--- config.mk ---
export PLATFORM = sky130hd
export DESIGN_NAME = serial_subtractor_nbit
export DESIGN_NICKNAME = d
export VERILOG_FILES = /design/src/rtl/serial_subtractor_nbit.sv
export SDC_FILE = /design/constraint.sdc
export NUM_CORES = 1
export LEC_CHECK = 0
export ABC_CLOCK_PERIOD_IN_PS = 3800
export CORE_MARGIN = 3
export CORE_UTILIZATION = 56
export CTS_CLUSTER_DIAMETER = 30
export DETAILED_ROUTE_END_ITERATION = 12
export PLACE_DENSITY = 0.9
export RECOVER_POWER = 50
export SYNTH_ARGS = -nofsm -noshare
export SYNTH_HDL_FRONTEND = slang
export SYNTH_SLANG_ARGS = --single-unit
--- constraint.sdc ---
create_clock -name clk -period 3.8 [get_ports clk]
set_clock_uncertainty 0.15 [all_clocks]
set_input_delay 0.76 -clock clk [delete_from_list [all_inputs] [get_ports clk]]
set_output_delay 0.76 -clock clk [all_outputs]
set_load 0.03 [all_outputs]
--- src/rtl/serial_subtractor_nbit.sv ---
// Bit-serial unsigned subtractor: diff = a - b, one bit per clock, LSB first,
// built from a single full-subtractor cell and a registered borrow.
module serial_subtractor_nbit #(
  parameter int N = 4
) (
  input  logic         clk,
  input  logic         rst_n,
  input  logic         start,
  input  logic [N-1:0] a,
  input  logic [N-1:0] b,
  output logic         busy,
  output logic         done,
  output logic [N-1:0] diff,
  output logic         borrow
);

  localparam int CW = (N > 1) ? $clog2(N) : 1;
  localparam logic [CW-1:0] LAST_CNT = CW'(N - 1);

  typedef enum logic [1:0] {
    IDLE = 2'd0,
    RUN  = 2'd1,
    DONE = 2'd2
  } state_t;

  state_t        state_r;
  logic [N-1:0]  a_sr_r;
  logic [N-1:0]  b_sr_r;
  logic [N-1:0]  r_sr_r;
  logic          br_r;
  logic [CW-1:0] cnt_r;

  logic          d_s;
  logic          bout_s;
  logic          accept_s;
  logic [N-1:0]  r_next_s;

  function automatic logic fs_diff(input logic x, input logic y, input logic bin);
    return x ^ y ^ bin;
  endfunction

  function automatic logic fs_borrow(input logic x, input logic y, input logic bin);
    return (~x & y) | (~(x ^ y) & bin);
  endfunction

  // Full-subtractor cell on the current LSBs plus the next result-register value.
  always_comb begin
    d_s      = fs_diff(a_sr_r[0], b_sr_r[0], br_r);
    bout_s   = fs_borrow(a_sr_r[0], b_sr_r[0], br_r);
    r_next_s = {d_s, r_sr_r[N-1:1]};
  end

  // A request is only honoured outside RUN.
  always_comb begin
    accept_s = 1'b0;
    case (state_r)
      IDLE:    accept_s = start;
      DONE:    accept_s = start;
      RUN:     accept_s = 1'b0;
      default: accept_s = 1'b0;
    endcase
  end

  // Sequencer, datapath shift registers and registered outputs.
  always_ff @(posedge clk or negedge rst_n) begin
    if (!rst_n) begin
      state_r <= IDLE;
      a_sr_r  <= {N{1'b0}};
      b_sr_r  <= {N{1'b0}};
      r_sr_r  <= {N{1'b0}};
      br_r    <= 1'b0;
      cnt_r   <= {CW{1'b0}};
      busy    <= 1'b0;
      done    <= 1'b0;
      diff    <= {N{1'b0}};
      borrow  <= 1'b0;
    end else if (accept_s) begin
      state_r <= RUN;
      a_sr_r  <= a;
      b_sr_r  <= b;
      r_sr_r  <= {N{1'b0}};
      br_r    <= 1'b0;
      cnt_r   <= {CW{1'b0}};
      busy    <= 1'b1;
      done    <= 1'b0;
    end else begin
      case (state_r)
        RUN: begin
          a_sr_r <= {1'b0, a_sr_r[N-1:1]};
          b_sr_r <= {1'b0, b_sr_r[N-1:1]};
          r_sr_r <= r_next_s;
          br_r   <= bout_s;
          // The counter stops at N-1 so it never wraps inside an operation.
          if (cnt_r == LAST_CNT) begin
            state_r <= DONE;
            busy    <= 1'b0;
            done    <= 1'b1;
            diff    <= r_next_s;
            borrow  <= bout_s;
          end else begin
            cnt_r <= cnt_r + CW'(1);
          end
        end
        DONE: begin
          state_r <= IDLE;
          busy    <= 1'b0;
          done    <= 1'b0;
        end
        IDLE: begin
          busy <= 1'b0;
          done <= 1'b0;
        end
        default: begin
          state_r <= IDLE;
          busy    <= 1'b0;
          done    <= 1'b0;
        end
      endcase
    end
  end

endmodule

==> impl_metrics.yaml, run 1 <==
clock_tree:
  cts.repair.resized: 0
  holdBufCountCts: 0
  cts-htree-levels: 1
  cts.sinks: 23
  cts_root_buffer: "clkbuf_4"
  cts_buffer_depth: 2
  cts_setup_buffers: 0
  cts_tree: "built"
  cts_buffers: 3
  cts.clk_slew.worst_paths_ns: 0.12
  clock_latency_ns: 0.31
placement:
  port_buffers: 17
  pre_cts_slack_ns: 1.28
  gp_congestion: 0.706
  dp_hpwl_microns: 1350
logic_synthesis:
  syn_area_sq_um: 1150
  synth_warnings: 0
  synth_cells: 87
  avgSynthCellArea_sq_um: 13.3
  syn_nets: 100
  yosysUniqueCellTypes: 25
  ys_ff_latch: 23
  ys_seq_area_share_pct: 49.9
die:
  dieHeight_microns: 51.4
  fp.dieW_microns: 51.4
  boundaryPins: 18
  die_area_sq_um: 2640
  rows: 15
  initial_core_util_pct: 62.7
  fp.coreArea_sq_um: 1840
sta:
  setup_ws_ns: 1.53
  timing.setup.tns_ns: 0
  fmax_mhz: 441
  slew_headroom_pct: 31.0
  hold_viol: 0
  rsz0062_at_grt: "no"
  min_period_ns: 2.27
  slew_violations: 0
  layout_worst_path_cycle_share_pct: 59.7
  setup_violations: 0
  worst_slew_pin_slew_ns: 1.03
  holdWs_ns: 0.366
detailed_routing:
  wl_per_cell_microns: 15.6
  vias: 736
  route.detailed.drc: 0
  vias_per_cell: 5.80
  ant_nets: 0
  first_iter_violations: 8
  routed_wl_microns: 1980
  firstDrtPassIters: 5
layout:
  diodes: 0
  layout-drive-gt1-share_pct: 10.8
  nets: 116
  fin_util_pct: 71.4
  final_common_cell: "dfrtp_1"
  area_growth_pct: 13.8
  layout_common_cells: "dfrtp_1 (23), mux2i_1 (21), clkdlybuf4s50_1 (16)"
hold_path:
  min_from: "diff[0]"
  min_to: "diff[0]"
  hold_depth: 1
  hold_class: "flip-flop to flip-flop"
pwr:
  intPower_uw: 641
  ir_drop_v: 0.000436
  swShare_pct: 38.1
  power.share.sequential_pct: 46.4
  p_clk_share_pct: 10.7
  p_switching_uw: 395
  leakage_nw: 0.626
  powerDensity_nw_per_um2: 789
  p_comb_share_pct: 42.9
global_routing:
  grt_max_degree: 26
  busiest_layer: "met2"
  grt_pass1_wl_microns: 3420
  first_global_vias: 812
  met3_usage_pct: 3.50
  antenna_found_initial: 0
  grtUsageMet1_pct: 20.0
  grtUsageTotal_pct: 17.3
  grt_overflow: 0
  gr-usage-met2_pct: 31.8
worst_setup_path:
  reg2reg_slack_ns: 1.85
  path_max_fanout: 2
  slowest_delay_ns: 0.68
  ff2ff_path_depth: 2
  crit_buf_inv: 1
  cp-end-kind: "primary output"
  r2r_start: "state_r[0]"
  arrival_ns: 1.36
  cp-start-kind: "flip-flop"
  required_ns: 2.89
  slowest_stage: "clkdlybuf4s50_1"
  critPathLaunch: "done"
  worstPathCellList: "clkdlybuf4s50_1"
  path_delay_family: "buffers and inverters"
  path_class: "flip-flop to primary output"
  r2r_end: "diff[1]"
status:
  outcome: "finished clean"
run:
  cap_violations: 0
==> power by group through the flow <==
| stage | clock network (mW) | registers (mW) | logic [mW] |
|---|---|---|---|
| 6_report | 0.111 | 0.481 | 0.444 |
| 5_1_grt | 0.124 | 0.501 | 0.486 |
| 4_1_cts | 0.114 | 0.483 | 0.454 |
| 3_5_place_dp | 0 | 0.488 | 0.451 |
| 3_3_place_gp | 0 | 0.477 | 0.434 |
| 2_1_floorplan | 0 | 0.481 | 0.335 |
==> state kept, by name, summed over array words and instances, names as in the netlist <==
name     flops
a_sr_r       4
b_sr_r       4
borrow       1
br_r         1
busy         1
cnt_r        2
diff         4
done         1
r_sr_r       3
state_r      2
==> cells in the mapped netlist <==
master | number | area (sq um)
buf_2 | 2 | 10.0
nor2_1 | 3 | 11.3
a311o_1 | 1 | 10.0
nor3b_1 | 2 | 15.0
fa_1 | 1 | 20.0
dfrtp_1 | 23 | 576
a221o_1 | 1 | 10.0
nand2b_1 | 1 | 6.26
a31o_2 | 1 | 8.76
mux2i_1 | 21 | 210
buf_4 | 2 | 15.0
o211a_1 | 2 | 20.0
nand3_1 | 2 | 10.0
o21ai_0 | 2 | 10.0
mux2_2 | 7 | 78.8
buf_12 | 1 | 20.0
or2b_1 | 1 | 7.51
a22o_1 | 3 | 26.3
a21o_1 | 1 | 7.51
nand3b_4 | 1 | 20.0
ha_1 | 1 | 12.5
nor2b_1 | 2 | 12.5
inv_1 | 4 | 15.0
a32o_1 | 1 | 10.0
buf_6 | 1 | 11.3
==> metal layers <==
| metal | vias up | wire length, microns |
|---|---|---|
| met1 | 372 | 931 |
| met5 | - | 0 |
| met2 | 13 | 972 |
| met3 | 4 | 55 |
| met4 | 0 | 23 |
| li1 | 347 | - |
==> worst max-delay path by stage <==
stage                     to  slack, ns  depth (start not counted)
floorplan           cnt_r[1]       2.17                          3
global placement    cnt_r[0]       1.32                          3
detailed placement  cnt_r[0]       1.28                          3
finish                  done       1.53                          1
CTS                     done       1.52                          1
global route            done       1.47                          1
==> cell type report <==
cell class,instances,area [sq um]
clock buffers,4,26.3
inverters,4,15.0
fillers,146,527
multi-input cells,54,494
well taps,25,31.3
flip-flops and latches,23,576
repair buffers,17,170
==> kinds of logic after synthesis <==
| logic type | share of synthesized area (%) |
|---|---|
| AOI/OAI and AO/OA | 8.89 |
| adders and majority gates | 2.82 |
| buffers and inverters | 6.18 |
| and+or+nand+nor | 7.16 |
| DFF | 49.9 |
| muxes | 25.1 |
==> metrics by stage <==
stage	instances	total power [mW]	cell area (sq um)
3_5_place_dp	123	0.939	1300
2_1_floorplan	87	0.816	1150
4_1_cts	127	1.05	1330
5_1_grt	127	1.11	1310
3_3_place_gp	123	0.911	1300
6_report	127	1.04	1310
Note: power is estimated with default switching activity, not from simulation.
==> inputs of run 2 (changes only) <==
Settings changed: ABC_CLOCK_PERIOD_IN_PS 3800 to 2400, CORE_ASPECT_RATIO set to 0.6, CORE_UTILIZATION 56 to 52, PLACE_DENSITY 0.9 to 0.85.
Clock period 3.8 ns to 2.4 ns, I/O delays scaled along.
==> run 2 against run 1 <==
Total power up 66%. Via count down 1.8%. Clock-buffer cell count is 1 lower. Die area up 7.5%. Largest cell class unchanged.
==> impl_metrics.yaml, run 2 (synthesis results as in run 1) <==
status:
  outcome: "finished clean"
sta:
  rsz0062_at_grt: "no"
  worst_slew_pin_slew_ns: 1.19
  slew_violations: 0
  timing.setup.tns_ns: 0
  fmax_mhz: 511
  setup_ws_ns: 0.443
  hold_viol: 0
  holdWs_ns: 0.367
  min_period_ns: 1.96
  layout_worst_path_cycle_share_pct: 81.5
  slew_headroom_pct: 20.4
  setup_violations: 0
clock_tree:
  cts_tree: "built"
  cts_buffers: 3
  holdBufCountCts: 0
  cts.sinks: 23
  cts_setup_buffers: 0
  cts.repair.resized: 0
  cts_root_buffer: "clkbuf_8"
  cts-htree-levels: 1
  cts.clk_slew.worst_paths_ns: 0.09
  clock_latency_ns: 0.27
  cts_buffer_depth: 2
global_routing:
  first_global_vias: 796
  antenna_found_initial: 0
  grt_overflow: 0
  grt_max_degree: 24
  grtUsageTotal_pct: 17.1
  grt_pass1_wl_microns: 3580
die:
  initial_core_util_pct: 58.7
  boundaryPins: 18
  dieHeight_microns: 42.5
  rows: 12
  fp.dieW_microns: 66.8
  fp.coreArea_sq_um: 1970
  die_area_sq_um: 2840
layout:
  layout_common_cells: "dfrtp_1 (23), mux2i_1 (21), clkdlybuf4s50_1 (16)"
  fin_util_pct: 68.7
  fin_cells: 133
  final_common_cell: "dfrtp_1"
  top_regs: "a_sr_r (4), b_sr_r (4), diff (4)"
  area_growth_pct: 17.1
  diodes: 0
  finalInstanceArea_sq_um: 1350
  layout-drive-gt1-share_pct: 12.4
  nets: 119
worst_setup_path:
  cp-end-kind: "primary output"
  required_ns: 1.77
  cp.depth: 1
  reg2reg_slack_ns: 0.58
  path_class: "flip-flop to primary output"
  ff2ff_path_depth: 2
  critPathLaunch: "done"
  r2r_end: "diff[3]"
  slowest_stage: "clkdlybuf4s50_1"
  path_max_fanout: 2
  cp-endpoint: "done"
  arrival_ns: 1.33
  path_delay_family: "buffers and inverters"
  worstPathCellList: "clkdlybuf4s50_1"
  crit_buf_inv: 1
  r2r_start: "state_r[1]"
  cp-start-kind: "flip-flop"
  slowest_delay_ns: 0.69
pwr:
  swShare_pct: 37.5
  leakage_nw: 0.644
  power.share.sequential_pct: 41.5
  intPower_mw: 1.08
  finalPower_mw: 1.72
  ir_drop_v: 0.000614
  p_clk_share_pct: 14.0
  p_comb_share_pct: 44.5
  p_switching_uw: 646
  powerDensity_nw_per_um2: 1280
placement:
  post-place-cells: 129
  pre_cts_slack_ns: 0.596
  placed_area_sq_um: 1330
  dp_hpwl_microns: 1480
  port_buffers: 17
  gp_congestion: 0.722
detailed_routing:
  firstDrtPassIters: 4
  route.detailed.drc: 0
  first_iter_violations: 61
  wl_per_cell_microns: 15.4
  vias_per_cell: 5.44
  ant_nets: 0
  routed_wl_microns: 2050
  vias: 723
run:
  cap_violations: 0
hold_path:
  hold_class: "flip-flop to flip-flop"
run 2: cell types whose count changed in the layout (fill, tap and decap cells not counted):
cell	change
clkbuf_4	-3
buf_4	+1
clkinv_2	+1
clkbuf_1	+1
clkbuf_8	+3
run 2: routing by layer:
metal  GRT usage (%)  share of wire, %
met3            5.09               4.0
met1            21.5                48
met5               0                 0
met4            8.50               2.1
met2            26.6                46
run 2: final cells by class:
cell class	instances	area, sq um
fillers	158	616
clock buffers	3	41.3
inverters	4	15.0
flip-flops and latches	23	576
multi-input cells	54	494
well taps	28	35.0
clock inverters	1	5.00
repair buffers	20	185
run 2: power groups by stage:
stage	Clock [mW]	Sequential, mW	Combinational [mW]
6_report	0.242	0.715	0.766
5_1_grt	0.265	0.744	0.839
4_1_cts	0.247	0.720	0.787
3_5_place_dp	0	0.727	0.784
3_3_place_gp	0	0.715	0.753
2_1_floorplan	0	0.762	0.530
run 2: worst min path at each step:
stage	start	end	slack, ns	depth (start not counted)
finish	diff[2]	diff[2]	0.37	1
global route	diff[0]	diff[0]	0.39	1
CTS	diff[2]	diff[2]	0.37	1
detailed placement	diff[2]	diff[2]	0.35	1
global placement	diff[1]	diff[1]	0.34	1
floorplan	rst_n	a_sr_r[0]	0.03	0
==> inputs of run 3 (changes only) <==
Settings changed: ABC_CLOCK_PERIOD_IN_PS 2400 to 2000.
Clock period 2.4 ns to 2 ns, I/O delays scaled along.
==> run 3 against run 2 <==
Critical path type unchanged. Combinational power is 19% higher. Die area stayed put. Sequential share of layout area is 0.24 points lower.
==> impl_metrics.yaml, run 3 (synthesis results as in run 1) <==
status:
  outcome: "finished clean"
pwr:
  power.share.sequential_pct: 42.2
  leakage_nw: 0.649
  swShare_pct: 37.5
  p_switching_uw: 776
  p_clk_share_pct: 13.7
  powerDensity_nw_per_um2: 1520
  ir_drop_v: 0.000746
  finalPower_mw: 2.07
  intPower_mw: 1.29
  p_comb_share_pct: 44.1
detailed_routing:
  vias_per_cell: 5.26
  firstDrtPassIters: 4
  first_iter_violations: 19
  ant_nets: 0
  wl_per_cell_microns: 15.5
  route.detailed.drc: 0
  dr_wl_met3_microns: 95
  wl_met2_microns: 960
  vias: 705
  routed_wl_microns: 2070
  drt-met1-wl_microns: 1020
  highest_layer: "met3"
worst_setup_path:
  path_delay_family: "buffers and inverters"
  reg2reg_slack_ns: 0.30
  path_max_fanout: 2
  arrival_ns: 1.33
  cp-start-kind: "flip-flop"
  path_class: "flip-flop to primary output"
  slowest_delay_ns: 0.69
  ff2ff_path_depth: 2
  cp-end-kind: "primary output"
  worstPathCellList: "clkdlybuf4s50_1"
  r2r_start: "state_r[1]"
  crit_buf_inv: 1
  required_ns: 1.45
  r2r_end: "diff[0]"
  slowest_stage: "clkdlybuf4s50_1"
sta:
  hold_viol: 0
  slew_violations: 0
  worst_slew_pin_slew_ns: 1.20
  layout_worst_path_cycle_share_pct: 93.8
  min_period_ns: 1.88
  fmax_mhz: 533
  slew_headroom_pct: 20.1
  timing.setup.tns_ns: 0
  setup_violations: 0
  rsz0062_at_grt: "no"
clock_tree:
  cts_tree: "built"
  cts_buffer_depth: 2
  holdBufCountCts: 0
  cts.clk_slew.worst_paths_ns: 0.08
  cts-htree-levels: 1
  cts_root_buffer: "clkbuf_8"
  cts_buffers: 3
  cts.sinks: 23
  cts_setup_buffers: 0
  clock_latency_ns: 0.26
  cts.repair.resized: 0
hold_path:
  min_from: "diff[1]"
  hold_depth: 1
  hold_class: "flip-flop to flip-flop"
  min_to: "diff[1]"
layout:
  nets: 120
  num-fill-cells: 153
  final_common_cell: "dfrtp_1"
  diodes: 0
  layout_common_cells: "dfrtp_1 (23), mux2i_1 (21), clkdlybuf4s50_1 (17)"
  top_regs: "a_sr_r (4), b_sr_r (4), diff (4)"
  area_growth_pct: 17.8
  layout-drive-gt1-share_pct: 13.2
die:
  initial_core_util_pct: 58.7
  dieHeight_microns: 42.5
  fp.dieW_microns: 66.8
  boundaryPins: 18
  rows: 12
  fp.coreArea_sq_um: 1970
  die_area_sq_um: 2840
run:
  cap_violations: 0
global_routing:
  first_global_vias: 734
  grt_pass1_wl_microns: 3580
  antenna_found_initial: 0
  grt_max_degree: 24
  grtUsageTotal_pct: 16.8
  grt_overflow: 0
placement:
  gp_congestion: 0.718
  dp_hpwl_microns: 1570
  port_buffers: 17
run 3: changes by cell type in the layout (fill, tap and decap cells not counted), sizes merged:
cell / before / now
buf: 1 / 2
dlygate4sd3: 1 / 0
clkdlybuf4s50: 16 / 17
run 3: worst max-delay path by stage:
stage / startpoint / to / slack (ns) / cells after the start
floorplan: a_sr_r[0] / r_sr_r[3] / 0.39 / 3
global route: start / b_sr_r[1] / 0.06 / 4
detailed placement: start / b_sr_r[1] / 0.24 / 4
global placement: start / busy / 0.33 / 4
CTS: diff[3] / diff[3] / 0.10 / 1
finish: diff[3] / diff[3] / 0.12 / 1
run 3: cell type report:
class | count | area (sq um) | share of cell area, %
Sequential cell | 23 | 576 | 42.4
Multi-Input combinational cell | 54 | 494 | 36.4
Timing Repair Buffer | 21 | 193 | 14.2
Clock buffer | 3 | 41.3 | 3.04
Tap cell | 28 | 35.0 | 2.58
Inverter | 4 | 15.0 | 1.10
Clock inverter | 1 | 5.00 | 0.368
run 3: per-stage QoR:
stage                     cells  hold slack (ns)  instance area, sq um  setup WS (ns)  utilization, %
after global placement      130            0.340                  1330          0.329            67.7
after CTS                   134            0.333                  1380          0.105            70.1
after detailed placement    130            0.347                  1330          0.244            67.7
final                       134            0.364                  1360          0.123            69.1
after floorplan              87          -0.0456                  1150          0.389               -
after global routing        134            0.398                  1360         0.0590            69.1
run 3: layer usage:
layer | up-vias | GRT usage [%]
met3 | 0 | 5.09
met4 | 0 | 1.21
li1 | 348 | -
met1 | 341 | 24.8
met2 | 16 | 25.4
met5 | - | 0
run 3: power groups by stage:
stage          Combinational [mW]  Clock [mW]  Sequential [mW]
4_1_cts                     0.936       0.297            0.881
6_report                    0.912       0.284            0.874
2_1_floorplan               0.636           0            0.914
3_3_place_gp                0.890           0            0.871
5_1_grt                      1.01       0.319            0.907
3_5_place_dp                0.934           0            0.887
